File: config.mk
export PLATFORM = sky130hd
export DESIGN_NAME = s2mm_packet_arbiter
export DESIGN_NICKNAME = d
export VERILOG_FILES = /design/src/rtl/haru_stream_pkg.sv /design/src/rtl/s2mm_rr_arbiter.sv /design/src/rtl/s2mm_packet_arbiter.sv
export SDC_FILE = /design/constraint.sdc
export NUM_CORES = 1
export LEC_CHECK = 0
export ABC_AREA = 1
export CORE_ASPECT_RATIO = 1.25
export CORE_MARGIN = 1.5
export CORE_UTILIZATION = 41
export DETAILED_ROUTE_END_ITERATION = 10
export PLACE_DENSITY = 0.83
export SLEW_MARGIN = 20
export SYNTH_ARGS = -nofsm -noshare
export SYNTH_HDL_FRONTEND = slang
export SYNTH_HIERARCHICAL = 1
export SYNTH_SLANG_ARGS = --single-unit
File: constraint.sdc
create_clock -name clk -period 1.5 [get_ports clk]
set_input_delay 0.3 -clock clk [delete_from_list [all_inputs] [get_ports clk]]
set_output_delay 0.3 -clock clk [all_outputs]
set_load 0.005 [all_outputs]
File: src/rtl/haru_stream_pkg.sv
// Shared definitions for the multi-channel stream stages: FSM state encoding,
// the minimum-one-bit clog2 width helper and the statistics counter width.
package haru_stream_pkg;

    typedef enum logic {
        IDLE = 1'b0,
        SEND = 1'b1
    } arb_state_t;

    localparam int STATS_CNT_WIDTH = 32;

    // A one-entry range still needs a one-bit register.
    function automatic int CLOG2_MIN1(input int n);
        int w;
        w = $clog2(n);
        return (w < 1) ? 1 : w;
    endfunction

endpackage

File: src/rtl/s2mm_rr_arbiter.sv
// Combinational round-robin search: first asserted request at or after
// i_ptr, wrapping modulo NUM_REQ.
module s2mm_rr_arbiter
    import haru_stream_pkg::*;
#(
    parameter int NUM_REQ   = 2,
    parameter int PTR_WIDTH = CLOG2_MIN1(NUM_REQ)
) (
    input  logic [NUM_REQ-1:0]   i_req,
    input  logic [PTR_WIDTH-1:0] i_ptr,
    output logic                 o_found,
    output logic [PTR_WIDTH-1:0] o_index
);

    logic [PTR_WIDTH:0] w_slot;

    // One spare bit keeps ptr+k exact so the wrap is an explicit subtract,
    // which stays correct for non-power-of-two channel counts.
    always_comb begin
        o_found = 1'b0;
        o_index = '0;
        w_slot  = '0;
        for (int unsigned k = 0; k < NUM_REQ; k++) begin
            w_slot = {1'b0, i_ptr} + (PTR_WIDTH+1)'(k);
            if (w_slot >= (PTR_WIDTH+1)'(NUM_REQ)) begin
                w_slot = w_slot - (PTR_WIDTH+1)'(NUM_REQ);
            end
            if (!o_found && i_req[w_slot[PTR_WIDTH-1:0]]) begin
                o_found = 1'b1;
                o_index = w_slot[PTR_WIDTH-1:0];
            end
        end
    end

endmodule

File: src/rtl/s2mm_packet_arbiter.sv
// Round-robin packet serialiser from NUM_FIFOS FWFT FIFOs onto one AXI Stream,
// tdest = source channel. Optional per-channel packet counters: S2MM_ARB_STATS_EN.
module s2mm_packet_arbiter
    import haru_stream_pkg::*;
#(
    parameter int AXIS_DATA_WIDTH = 32,
    parameter int FIFO_DATA_WIDTH = 32,
    parameter int AXIS_DEST_WIDTH = 4,
    parameter int NUM_FIFOS       = 2,
    parameter int PACKET_LEN      = 256
) (
    input  logic                                 clk,
    input  logic                                 rst,
    input  logic [NUM_FIFOS-1:0]                 fifo_empty,
    input  logic [NUM_FIFOS*FIFO_DATA_WIDTH-1:0] fifo_data,
    output logic [NUM_FIFOS-1:0]                 fifo_rden,
    output logic [AXIS_DATA_WIDTH-1:0]           DST_AXIS_tdata,
    output logic [AXIS_DEST_WIDTH-1:0]           DST_AXIS_tdest,
    output logic                                 DST_AXIS_tlast,
    output logic                                 DST_AXIS_tvalid,
    input  logic                                 DST_AXIS_tready
`ifdef S2MM_ARB_STATS_EN
    ,
    output logic [NUM_FIFOS*STATS_CNT_WIDTH-1:0] pkt_count
`endif
);

    localparam int PTR_W = CLOG2_MIN1(NUM_FIFOS);
    localparam int CNT_W = CLOG2_MIN1(PACKET_LEN);
    localparam logic [CNT_W-1:0] LAST_IDX = CNT_W'(PACKET_LEN - 1);
    localparam logic [PTR_W-1:0] LAST_CH  = PTR_W'(NUM_FIFOS - 1);

    arb_state_t r_state;
    arb_state_t w_state_nxt;

    logic [PTR_W-1:0] r_grant;
    logic [PTR_W-1:0] r_rr_ptr;
    logic [CNT_W-1:0] r_word_cnt;

    logic [AXIS_DATA_WIDTH-1:0] r_tdata;
    logic [AXIS_DEST_WIDTH-1:0] r_tdest;
    logic                       r_tlast;
    logic                       r_tvalid;

    logic [NUM_FIFOS-1:0]       w_req;
    logic                       w_found;
    logic [PTR_W-1:0]           w_index;
    logic                       w_grant_empty;
    logic [FIFO_DATA_WIDTH-1:0] w_head;
    logic                       w_pop;
    logic                       w_last_word;
    logic [PTR_W-1:0]           w_next_ptr;

    assign w_req = ~fifo_empty;

    s2mm_rr_arbiter #(
        .NUM_REQ   (NUM_FIFOS),
        .PTR_WIDTH (PTR_W)
    ) u_rr_arbiter (
        .i_req   (w_req),
        .i_ptr   (r_rr_ptr),
        .o_found (w_found),
        .o_index (w_index)
    );

    always_comb begin
        w_grant_empty = 1'b1;
        w_head        = '0;
        for (int unsigned i = 0; i < NUM_FIFOS; i++) begin
            if (r_grant == PTR_W'(i)) begin
                w_grant_empty = fifo_empty[i];
                w_head        = fifo_data[i*FIFO_DATA_WIDTH +: FIFO_DATA_WIDTH];
            end
        end
    end

    // Pop only into an empty or simultaneously-drained output register.
    assign w_pop       = (r_state == SEND) && !w_grant_empty && (!r_tvalid || DST_AXIS_tready);
    assign w_last_word = (r_word_cnt == LAST_IDX);
    assign w_next_ptr  = (r_grant == LAST_CH) ? '0 : r_grant + PTR_W'(1);

    always_comb begin
        fifo_rden = '0;
        for (int unsigned i = 0; i < NUM_FIFOS; i++) begin
            if (w_pop && (r_grant == PTR_W'(i))) begin
                fifo_rden[i] = 1'b1;
            end
        end
    end

    always_ff @(posedge clk) begin
        if (rst) begin
            r_state <= IDLE;
        end else begin
            r_state <= w_state_nxt;
        end
    end

    always_comb begin
        w_state_nxt = r_state;
        case (r_state)
            IDLE: begin
                if (w_found) begin
                    w_state_nxt = SEND;
                end
            end
            SEND: begin
                if (w_pop && w_last_word) begin
                    w_state_nxt = IDLE;
                end
            end
            default: w_state_nxt = IDLE;
        endcase
    end

    always_ff @(posedge clk) begin
        if (rst) begin
            r_grant    <= '0;
            r_rr_ptr   <= '0;
            r_word_cnt <= '0;
        end else if (r_state == IDLE) begin
            if (w_found) begin
                r_grant    <= w_index;
                r_word_cnt <= '0;
            end
        end else if (w_pop) begin
            if (w_last_word) begin
                r_word_cnt <= '0;
                r_rr_ptr   <= w_next_ptr;
            end else begin
                r_word_cnt <= r_word_cnt + CNT_W'(1);
            end
        end
    end

    always_ff @(posedge clk) begin
        if (rst) begin
            r_tdata  <= '0;
            r_tdest  <= '0;
            r_tlast  <= 1'b0;
            r_tvalid <= 1'b0;
        end else if (w_pop) begin
            r_tdata  <= AXIS_DATA_WIDTH'(w_head);
            r_tdest  <= AXIS_DEST_WIDTH'(r_grant);
            r_tlast  <= w_last_word;
            r_tvalid <= 1'b1;
        end else if (DST_AXIS_tready) begin
            r_tvalid <= 1'b0;
        end
    end

    assign DST_AXIS_tdata  = r_tdata;
    assign DST_AXIS_tdest  = r_tdest;
    assign DST_AXIS_tlast  = r_tlast;
    assign DST_AXIS_tvalid = r_tvalid;

`ifdef S2MM_ARB_STATS_EN
    logic [STATS_CNT_WIDTH-1:0] r_pkt_cnt [NUM_FIFOS];
    logic                       w_pkt_done;

    // Counted on the accepted tlast beat, not on the final pop.
    assign w_pkt_done = r_tvalid && DST_AXIS_tready && r_tlast;

    always_ff @(posedge clk) begin
        if (rst) begin
            for (int unsigned i = 0; i < NUM_FIFOS; i++) begin
                r_pkt_cnt[i] <= '0;
            end
        end else if (w_pkt_done) begin
            for (int unsigned i = 0; i < NUM_FIFOS; i++) begin
                if (r_tdest == AXIS_DEST_WIDTH'(i)) begin
                    r_pkt_cnt[i] <= r_pkt_cnt[i] + STATS_CNT_WIDTH'(1);
                end
            end
        end
    end

    always_comb begin
        pkt_count = '0;
        for (int unsigned i = 0; i < NUM_FIFOS; i++) begin
            pkt_count[i*STATS_CNT_WIDTH +: STATS_CNT_WIDTH] = r_pkt_cnt[i];
        end
    end
`endif

endmodule

Yosys cells after proc, flatten, opt, wreduce, memory -nomap -nowiden:

Index checks and enable logic that the tools add are counted.

* add/sub/neg operators: 5
* order comparisons: 4
* equality and inequality tests: 2
* mux-type cells: 24
* bitwise gates (word level): 3
* reduce and logical (&&, ||, !) cells: 15

Operators by type and width (number)
* $mux W32: 1
* $mux W8: 4
* $mux W1: 18
* $add A8 B1 Y8 const B: 1
* $eq A8 B8 Y1 const B: 1
* $logic_and A1 B1 Y1: 6
* $lt A1 B2 Y1 const B: 2
* $reduce_and A2 Y1: 2
* $reduce_bool A2 Y1: 2
* $logic_not A1 Y1: 3
* $reduce_and A3 Y1: 1
* $add A1 B1 Y2 const B: 1
* $ge A1 B2 Y1 const B: 1
* $ge A2 B2 Y1 const B: 1
* $ne A2 B1 Y1 const B: 1
* $not A1 Y1: 2
* $not A2 Y2: 1
* $pmux W1 S2: 1
* $sub A1 B1 Y1 const B: 2
* $add A1 B1 Y1 const B: 1
* $logic_or A1 B1 Y1: 1

* register bits after elaboration: 46
* input bits: 69
* output and inout bits: 40
* logic and storage cells: 61

Logic depth before layout (Yosys ltp):

* depth in word-level cells: 10
* depth in mapped cells: 10
* depth with buffers taken out: 9

Hierarchy:

The synthesis kept the hierarchy.

By module, submodules not included
* s2mm_packet_arbiter: times used 1, cells each 355, area an instance 2252.2 um^2, sequential area each 920.9 um^2
* s2mm_rr_arbiter: times used 1, cells each 4, area an instance 18.8 um^2, sequential area each 0.0 um^2

Least setup slack after synthesis:

OpenSTA, ideal clock, no wires.

* path kind: flip-flop to output port
* start point: reg r_grant
* end point: out fifo_rden[1]
* data arrival time: 1.029 ns
* data required time: 1.200 ns
* slack: 0.171 ns
* cell stages (with the launch flop): 8
* buffers on the path: 3
* cells stage by stage: dfxtp_1 > buf_6 > inv_4 > nand2_1 > nand3_2 > buf_6 > buf_2 > nor2_1

* word-level cells in the longest chain between the ends: 6

RTL lines
* start: declaration: RTL line s2mm_packet_arbiter.sv:36 `logic [PTR_W-1:0] r_grant;`
* start signal: assignment: RTL line s2mm_packet_arbiter.sv:123 `r_grant <= w_index;`
* $mux W1: RTL line s2mm_packet_arbiter.sv:70 `if (r_grant == PTR_W'(i)) begin`
* $logic_not A1 Y1: RTL line s2mm_packet_arbiter.sv:78 `assign w_pop = (r_state == SEND) && !w_grant_empty && (!r_tvalid || DST_AXIS_tready);`
* $logic_and A1 B1 Y1 (2 in a row): RTL line s2mm_packet_arbiter.sv:78
* $logic_and A1 B1 Y1 (*): RTL line s2mm_packet_arbiter.sv:85 `if (w_pop && (r_grant == PTR_W'(i))) begin`
* $mux W1 (*): RTL line s2mm_packet_arbiter.sv:85
* end: declaration: RTL line s2mm_packet_arbiter.sv:16 `output logic [NUM_FIFOS-1:0] fifo_rden,`

Every way passes the cells marked *; elsewhere a longest branch is shown, timed or not.

Worst setup path in the final report:

* start point: reg r_state
* end point: out fifo_rden[1]

* word-level cells in the longest chain between the ends: 4

RTL lines
* start: declaration: RTL line s2mm_packet_arbiter.sv:33 `arb_state_t r_state;`
* start signal: assignment: RTL line s2mm_packet_arbiter.sv:95 `r_state <= w_state_nxt;`
* $logic_and A1 B1 Y1 (2 in a row): RTL line s2mm_packet_arbiter.sv:78
* $logic_and A1 B1 Y1: RTL line s2mm_packet_arbiter.sv:85
* $mux W1: RTL line s2mm_packet_arbiter.sv:85

No other way between the ends.

==> metrics <==
status=complete, but fails checks; failing checks=setup timing; post-synthesis simple-gate area fraction=37.5%; vias in the first global route=roughly 2,400; Worst Reg2Reg Path Length in Cells=9; final hold violations=0; CP most frequent cell=buf_6; adder-cell share of the synthesized area=less than 1%; Mapped Area=between 0.002 and 0.0025 mm^2; Largest stage delay, worst path=between 0.3 and 0.4 ns; number of diodes=0; worst clock skew=approximately 0.0028 ns; CTS Buffer Depth=2; max_cap viols=0; Most Crowded Layer GR=met2; sequential fraction of the synthesis area=roughly two fifths; Root Driver=clkbuf_8; Req. time, crit path=around 1.2 ns; critical path launch point type=register; detailed placement HPWL=about 4.5 mm; clock sinks=between 40 and 50; M2 GR Usage=just over 40%; #FFs+latches synth=46; Cells after Synth=between 300 and 400; NetSw=slightly below 800 uW; Crit-path slowest cell=dfxtp_2; Arr. time, crit path=between 1 and 1.5 ns; Internal=between 2 and 2.5 mW; clock latency at the later pin of the worst-skew pair=0.29 ns; Worst Hold Endpoint=DST_AXIS_tvalid; DIE WIDTH=slightly below 70 um; combinational power share=between 20 and 30%; Synth Area in XOR/XNOR=0.386%; area growth from synthesis to layout=61.2%; R2R Path End=DST_AXIS_tdest[0]; post-synthesis compound-gate area fraction=a little over a tenth; worst min-delay path class=primary input to register; RSZ-0062 raised after global routing=true; core area=0.00537 mm^2; Crit Path Category=register to output pin; clock power share=a little under a third; critical path, cell by cell=inv_2 -> a21oi_2 -> nand3_2 -> buf_6 -> nor2_4 -> buf_6; via count=~2,500; fmax=between 600 and 700 MHz; largest family of logic cells by synthesized area=simple AND/OR/NAND/NOR gates; Hold Slack=0.417 ns; sequential share of power=between 40% and 50%; CP delay by family, top=flip-flops; largest net degree at the start of global routing=33; I/O pin total=between 100 and 150; CTS buffer count=5; grt total ovfl=0; Hold Crit Depth=4; Yosys top cell area share=40.6%; drt wl/cell=roughly 11 um; GRT met3 Usage=4.53%; crit-path max FO=3; Initial Util=42.3%; maximum VDD drop=between 0.4 and 0.5 mV; Site Rows=30; Antenna Violating Nets Remaining=0; Layout Nets=approximately 540; Netlist cell types=24; CP Capture Type=output pin; DRT Wirelength=6.16 mm; Leakage=~1.6 nW; H-tree depth=2; first-pass GRT wire length=10.3 mm; mux cell area share after synthesis=0%; initial antenna violation count=0; dpl cells=527; Switching Fraction=25.9%; reg-to-reg critical path startpoint=r_grant; Mapped Avg Cell Area=6.33 um^2; GR Layer Usage met1=between 20% and 30%; drt initial violations=99; final setup vio count=2; Tmin final=approximately 1.5 ns; Setup WS pre-CTS=-0.488 ns; Via density=around 4.7; Hold Path Origin=DST_AXIS_tready; GRT Overall Usage=a little over a fifth; PwrDens=a little over 800 mW/mm^2; CTS tree=yes; Worst-path clk slew=roughly 0.080 ns; PortBufs=approximately 110; share of layout cells above drive strength 1=about a tenth; leading area contributor after synthesis=dfxtp_1; max-slew violations=0; die footprint=0.00600 mm^2; TritonRoute pass-1 iters=4; Final Worst Setup Slack=-0.0263 ns; Worst R2R Setup Slack=0.03 ns; number of synthesis warnings=6; # DRC=0; Finished Layout Cells=between 500 and 600; Fill cells=around 470; worst path buffer plus inverter count=3; RD Place Congestion=~0.92; period utilization=102%; leading post-synthesis cells by cell area=dfxtp_1, nand2_1, a21oi_1, inv_1, nor2_1; die height=about 86 um
[cells in the mapped netlist, drive strengths merged]
library cell / instances
nand2: 188
dfxtp: 46
a21oi: 44
inv: 20
nor2: 16
buf: 12
clkbuf: 11
nand3: 10
o21ai: 3
nor3: 2
a211oi: 1
conb: 1
ha: 1
nand4: 1
nor3b: 1
or2: 1
xor2: 1
[per-stage QoR]
step	area [um^2]	total power, mW	utilization, %	setup TNS, ns
floorplan	2280	1.68	-	0
global placement	3450	2.07	64.3	-11.78
detailed placement	3450	2.09	64.3	-13.96
CTS	3590	2.99	66.8	-0.221
global route	3660	3.14	68.2	-0.302
finish	3660	2.99	68.2	-0.0480
[worst register-to-register path, stage by stage, from the launching register on]
cell and delay (ns):
dfxtp_4 0.37, inv_4 0.08, nand2_1 0.06, nand3_2 0.09, buf_6 0.13, buf_8 0.19
inv_6 0.08, buf_4 0.15, o21ai_0 0.18, nor2_1 0.05
[cells by family (layout without fill, tap and decap cells)]
kind of cell | after synthesis | after routing
AOI/OAI and AO/OA | 48 | 48
xor gates and xnor gates | 1 | 1
adders and majority gates | 1 | 1
buffers and inverters | 43 | 155
DFF | 46 | 46
other | 1 | 3
and+or+nand+nor | 219 | 219
[state kept, by name, indices dropped and copies added, names as in the netlist]
signal / count
DST_AXIS_tlast: 1
DST_AXIS_tvalid: 1
DST_AXIS_tdata: 32
r_word_cnt: 8
r_grant: 1
r_rr_ptr: 1
DST_AXIS_tdest: 1
r_state: 1
[power by group through the flow]
| stage | Clock [mW] | Sequential, mW | Combinational (mW) |
|---|---|---|---|
| finish | 0.896 | 1.32 | 0.772 |
| floorplan | 0 | 1.35 | 0.328 |
| detailed placement | 0 | 1.35 | 0.740 |
| global placement | 0 | 1.35 | 0.726 |
| CTS | 0.912 | 1.32 | 0.754 |
| global route | 0.961 | 1.33 | 0.849 |
[area by class of cell]
cell class	count	area [um^2]	share of cell area (%)
clock buffer	7	76.3	2.08
tap	64	80.1	2.19
inverter	20	82.6	2.26
multi-input combinational	272	1180	32.3
timing repair buffer	127	1280	35.1
clock inverter	1	30.0	0.820
sequential	46	926	25.3
[worst max path at each step]
stage | to | from | cells past startpoint
floorplan | fifo_rden[1] | r_grant | 7
global placement | fifo_rden[1] | fifo_empty[1] | 5
detailed placement | fifo_rden[1] | fifo_empty[1] | 5
CTS | fifo_rden[1] | r_grant | 5
global route | fifo_rden[0] | r_state | 6
finish | fifo_rden[1] | r_state | 6
[what timing repair did]
item,4_1_cts,5_1_grt
resized for setup,18,22
hold buffers,0,0
setup buffers,1,1
pin swaps,3,7
endpoints found under the setup margin,13,52
[layout by cell type, fill, tap and decap left out, types with 2 or more instances in the layout]
| master | synthesis | final |
|---|---|---|
| a21oi_1 | 43 | 42 |
| a21oi_2 | 1 | 2 |
| buf_12 | 0 | 3 |
| buf_4 | 5 | 16 |
| buf_6 | 5 | 2 |
| buf_8 | 0 | 2 |
| clkbuf_1 | 11 | 2 |
| clkbuf_8 | 0 | 5 |
| clkdlybuf4s50_1 | 0 | 94 |
| conb_1 | 1 | 3 |
| dfxtp_1 | 46 | 44 |
| dlygate4sd2_1 | 0 | 2 |
| dlymetal6s2s_1 | 0 | 7 |
| inv_1 | 17 | 15 |
| inv_2 | 1 | 3 |
| nand2_1 | 188 | 185 |
| nand3_1 | 9 | 9 |
| nor2_1 | 16 | 13 |
| nor2_4 | 0 | 2 |
| o21ai_0 | 3 | 3 |
[routing by layer]
metal / share of wire, % / vias to the layer above
met5: 0 / -
met4: 1.9 / 0
met3: 5.1 / 10
met2: 54 / 76
met1: 39 / 1127
li1: - / 1325
(Power assumes the default switching activity.)
